## src/rtl/bcd_score_bank.sv

```systemverilog
// Multi-player BCD score bank: edge-detected point strobes, wrap/saturate
// ripple increment per player, and registered win/game-over detection.
module bcd_score_bank #(
    parameter int NUM_PLAYERS = 2,
    parameter int DIGITS      = 2,
    parameter int WIN_SCORE   = 11,
    parameter int SAT_MODE    = 0
) (
    input  logic                          clk,
    input  logic                          reset,
    input  logic [NUM_PLAYERS-1:0]        inc,
    input  logic                          clr,
    output logic [NUM_PLAYERS*DIGITS*4-1:0] score,
    output logic [NUM_PLAYERS-1:0]        score_evt,
    output logic                          game_over,
    output logic [NUM_PLAYERS-1:0]        winner
);
    localparam int W = DIGITS * 4;

    function automatic logic [W-1:0] to_bcd(input int value);
        int t;
        logic [W-1:0] r;
        t = value;
        r = '0;
        for (int d = 0; d < DIGITS; d++) begin
            r[d*4 +: 4] = 4'(t % 10);
            t = t / 10;
        end
        return r;
    endfunction

    localparam logic [W-1:0] WIN_BCD = to_bcd(WIN_SCORE);
    localparam bit           WIN_EN  = (WIN_SCORE != 0);
    localparam bit           SAT_EN  = (SAT_MODE != 0);

    if (NUM_PLAYERS < 1 || NUM_PLAYERS > 8 || DIGITS < 1 || DIGITS > 6 ||
        WIN_SCORE < 0 || WIN_SCORE >= 10**DIGITS) begin : g_bad_param
        $error("bcd_score_bank: illegal parameter combination");
    end

    logic [NUM_PLAYERS-1:0] inc_q_reg;
    logic [NUM_PLAYERS-1:0] rise;
    logic [NUM_PLAYERS-1:0] hit;
    logic                   game_over_reg;
    logic [NUM_PLAYERS-1:0] winner_reg;

    // inc_q resets to ones so a strobe held through reset is not a new edge.
    assign rise = inc & ~inc_q_reg;

    always_ff @(posedge clk) begin
        if (reset) begin
            inc_q_reg <= '1;
        end else begin
            inc_q_reg <= inc;
        end
    end

    for (genvar gi = 0; gi < NUM_PLAYERS; gi++) begin : g_player
        logic [W-1:0]    digits_reg;
        logic [W-1:0]    digits_next;
        logic            evt_reg;
        logic [DIGITS:0] carry;
        logic            bump;

        always_comb begin
            digits_next = digits_reg;
            carry       = '0;
            carry[0]    = 1'b1;
            for (int d = 0; d < DIGITS; d++) begin
                if (carry[d]) begin
                    digits_next[d*4 +: 4] = (digits_reg[d*4 +: 4] == 4'd9) ?
                                            4'd0 : digits_reg[d*4 +: 4] + 4'd1;
                end
                carry[d+1] = carry[d] & (digits_reg[d*4 +: 4] == 4'd9);
            end
        end

        // carry out of the top digit means the score is all 9s.
        assign bump = rise[gi] & ~game_over_reg & ~(SAT_EN & carry[DIGITS]);

        always_ff @(posedge clk) begin
            if (reset || clr) begin
                digits_reg <= '0;
                evt_reg    <= 1'b0;
            end else begin
                evt_reg <= bump;
                if (bump) begin
                    digits_reg <= digits_next;
                end
            end
        end

        assign hit[gi]               = WIN_EN && (digits_reg == WIN_BCD);
        assign score[gi*W +: W]      = digits_reg;
        assign score_evt[gi]         = evt_reg;
    end

    // Winner is latched from the registered scores, so it trails the winning point by a cycle.
    always_ff @(posedge clk) begin
        if (reset || clr) begin
            game_over_reg <= 1'b0;
            winner_reg    <= '0;
        end else if (!game_over_reg && |hit) begin
            game_over_reg <= 1'b1;
            winner_reg    <= hit;
        end
    end

    assign game_over = game_over_reg;
    assign winner    = winner_reg;
endmodule
```

## config.mk

```make
export PLATFORM = sky130hd
export DESIGN_NAME = bcd_score_bank
export DESIGN_NICKNAME = d
export VERILOG_FILES = /design/src/rtl/bcd_score_bank.sv
export SDC_FILE = /design/constraint.sdc
export NUM_CORES = 1
export LEC_CHECK = 0
export BUFFER_PORTS_ARGS = -buffer_cell sky130_fd_sc_hd__clkbuf_2
export CAP_MARGIN = 10
export CORE_UTILIZATION = 40
export DETAILED_ROUTE_END_ITERATION = 10
export HOLD_SLACK_MARGIN = 0.12
export SLEW_MARGIN = 0
export SYNTH_ARGS = -nofsm -noshare
export SYNTH_HDL_FRONTEND = slang
export SYNTH_SLANG_ARGS = --single-unit
export TNS_END_PERCENT = 20
```

## constraint.sdc

```tcl
create_clock -name clk -period 1.2 [get_ports clk]
set_input_delay 0.36 -clock clk [delete_from_list [all_inputs] [get_ports clk]]
set_output_delay 0.36 -clock clk [all_outputs]
set_load 0.03 [all_outputs]
```

==> impl_summary.txt <==
----------------------------------------------------
[Run status]
  Result of the run ... finished, violations left
  Violations in the final reports ... negative setup slack

[Power and ir drop]
  Peak ir drop on the vdd network ... 591 uV
  Static power due to leakage ... 0.741 nW
  Power, Total ... 1.23 mW
  Cell area power density ... about 600 nW/um^2

[Routing]
  Routed via count ... 1227
  Metal2 WL ... 1.69 mm
  Sum of routed wire length over all layers ... 3.37 mm
  Routed via count divided by cell count ... approximately 5.6
  Routed wl met3 ... 96 um
  Post-route ant nets ... 0
  DRC ... 0
  Drt pass-1 iters ... 4
  Detailed router's first-iteration violation count ... 62
  Detailed-route wire length on metal 1 ... 1.55 mm
  WL/cell ... ~15 um
  Uppermost routed layer ... met4

[Worst setup path]
  Arrival time at the worst endpoint ... around 1600 ps
  Endpoint kind of the worst setup timing path ... flop
  Highest net fanout along the worst path ... 3
  Data required time of the worst path ... between 1000 and 1500 ps
  Worst setup path category ... reg -> reg
  Type of element launching the critical path ... flop

[Synth]
  Synth Register Bits ... 23
  Main area contributors after synthesis ... dfxtp_1, a21oi_1, and4bb_2
  Library cell with the largest summed area after synthesis ... dfxtp_1
  Flip-flop cell with the highest count after synthesis ... dfxtp_1
  Mapped Area ... 1150 sq um
  Mean instance size in the synthesized netlist ... 9.26 sq um
  Sequential area share after synthesis ... 0.401
  Synth warn ... 0
  Area share of the largest cell type after synthesis ... 0.401
  EDFF count, synth ... 0
  Gate Count Post-Synth ... 124
  Post-synth ARST share ... 0
  Distinct cell type count of the synthesized netlist ... 36
  Number of nets in the synthesized netlist ... 129

[Global route]
  Global-route usage over all layers ... 0.219
  Antenna violations before repair ... 0
  First-pass GRT wire length ... around 5.3 mm
  Overall overflow remaining after global route ... 0
  Largest net degree at the start of global routing ... 15
  Number of global-route vias before repair ... 1169

[Placed design]
  Number of I/O port buffers ... 25
  DP Wirelength ... 2.08 mm
  Worst slack after detailed placement ... -92.7 ps
  Routability congestion estimate ... 0.852

[Hold path]
  Min-delay worst type ... in -> reg

[Clock network]
  CTS tree ... yes
  CTS Root Cell ... clkbuf_4
  Clock transition at the registers of the reported paths ... approximately 150 ps
  Number of buffers added by the clock tree synthesis step ... 3
  CTS H-tree depth ... 1
  Number of hold-repair buffers added at the cts stage ... 0
  Longest Clk Path Bufs ... 2
  Latest clock arrival within the worst-skew pair ... 320 ps
  Num Clock Sinks ... 23

[Timing]
  Max-slew violation total from the final report ... 0
  Setup repair after global routing missed its margin ... yes
  Worst-margin pin slew ... 363 ps
  Finish-stage setup viols ... 30
  Share of the cycle needed by the critical path after routing ... 1.11
  Headroom to the max-slew limit ... 0.757
  Final hold violations ... 0
  Final worst path period need ... 1330 ps
  Max frequency ... 0.752 GHz
  Final worst clock skew ... 6.37 ps
  Final critical-path setup slack ... -130 ps

[Floorplanning]
  Die Span X ... 55.6 um
  Number of rows in the core area ... 19
  Area of the core ... 2730 sq um
  Area of the die ... 3090 sq um
  Initial standard-cell utilization of the core ... 0.420
  Die extent in y ... between 50 and 60 um
  Ports placed on the boundary ... 26

[Final layout]
  Commonest non-fill, non-tap cell in the layout ... buf_4
  Commonest non-fill, non-tap cells in the layout ... buf_4, buf_8, dfxtp_4, buf_6, dfxtp_2
  Flip-flop count of the largest register, all copies and words added ... 16
  Sequential cell area in the final layout ... 514 sq um
  Post-synthesis to final-layout area growth ... 78.0%
  Fraction of final layout cells with drive strength greater than 1 ... 0.635
  Number of diodes ... 0
  Area occupied by multi-input gates ... 751 sq um
  # fillers ... 189
  Number of nets in the layout ... 195

[Job]
  Number of violations of the max-capacitance limit ... 0

----------------------------------------------------
[area by class of cell]
type	instances	area share
well taps	31	0.0190
clock buffers	3	0.0110
inverters	5	0.00918
repair buffers	67	0.338
multi-input cells	90	0.367
flip-flops and latches	23	0.252
clock inverters	1	0.00367
[timing repair]
action | in CTS | in global routing
endpoints found under the setup margin | 28 | 37
buffers inserted | 12 | 6
gates resized for setup | 69 | 37
pin swaps | 6 | 7
endpoints found under the hold margin | 0 | 0
[worst max-delay path, stage by stage (launching register included)]
cell     delay, ps
dfxtp_4        370
or4_4          550
o31ai_2        210
a21oi_1        110
[layer usage]
| layer | track usage | up-vias |
|---|---|---|
| met5 | 0 | - |
| met1 | 0.282 | 600 |
| met4 | 0.0857 | 0 |
| li1 | - | 601 |
| met3 | 0.0302 | 4 |
| met2 | 0.372 | 22 |
[cell families after synthesis]
family          synth area share
compound gates             0.164
xor+xnor                  0.0153
simple gates               0.361
buf+inv                   0.0501
mux                      0.00871
flops                      0.401
[cell usage after synthesis (3+ instances only)]
master,n
or4_1,4
nand2b_1,4
o21ai_0,6
nand3_1,3
or3_1,3
nor2b_1,4
inv_1,5
dfxtp_1,23
a31oi_1,4
nand2_1,4
a21oi_1,11
nand4_1,5
o31ai_1,4
nor2_1,4
or2_2,5
and4bb_2,3
nand4b_1,3
o21a_1,3
[through the flow]
stage	utilization	cell area [sq um]	std cells	TNS, ps	hold slack [ps]
2_1_floorplan	-	1210	124	-745	464
3_3_place_gp	0.556	1520	198	-362	460
3_5_place_dp	0.556	1520	198	-704	468
4_1_cts	0.696	1900	214	-2370	314
5_1_grt	0.748	2040	220	-3460	341
6_report	0.748	2040	220	-1920	337
[final timing paths]
kind | slack (ps) | endpoint | cells after the start | startpoint
hold reg to reg | 520 | winner[0] | 2 | winner[0]
hold / removal | 340 | inc_q_reg[1] | 3 | reset
setup / recovery | -130 | winner[0] | 3 | g_player[1].digits_reg[3]
setup reg to reg | -130 | winner[0] | 3 | g_player[1].digits_reg[3]
[power breakdown]
part	total [mW]	internal (mW)	switching (mW)
sequential	0.756	0.746	0.00978
clock	0.396	0.127	0.268
combinational	0.0816	0.0419	0.0398
(Power assumes the default switching activity.)
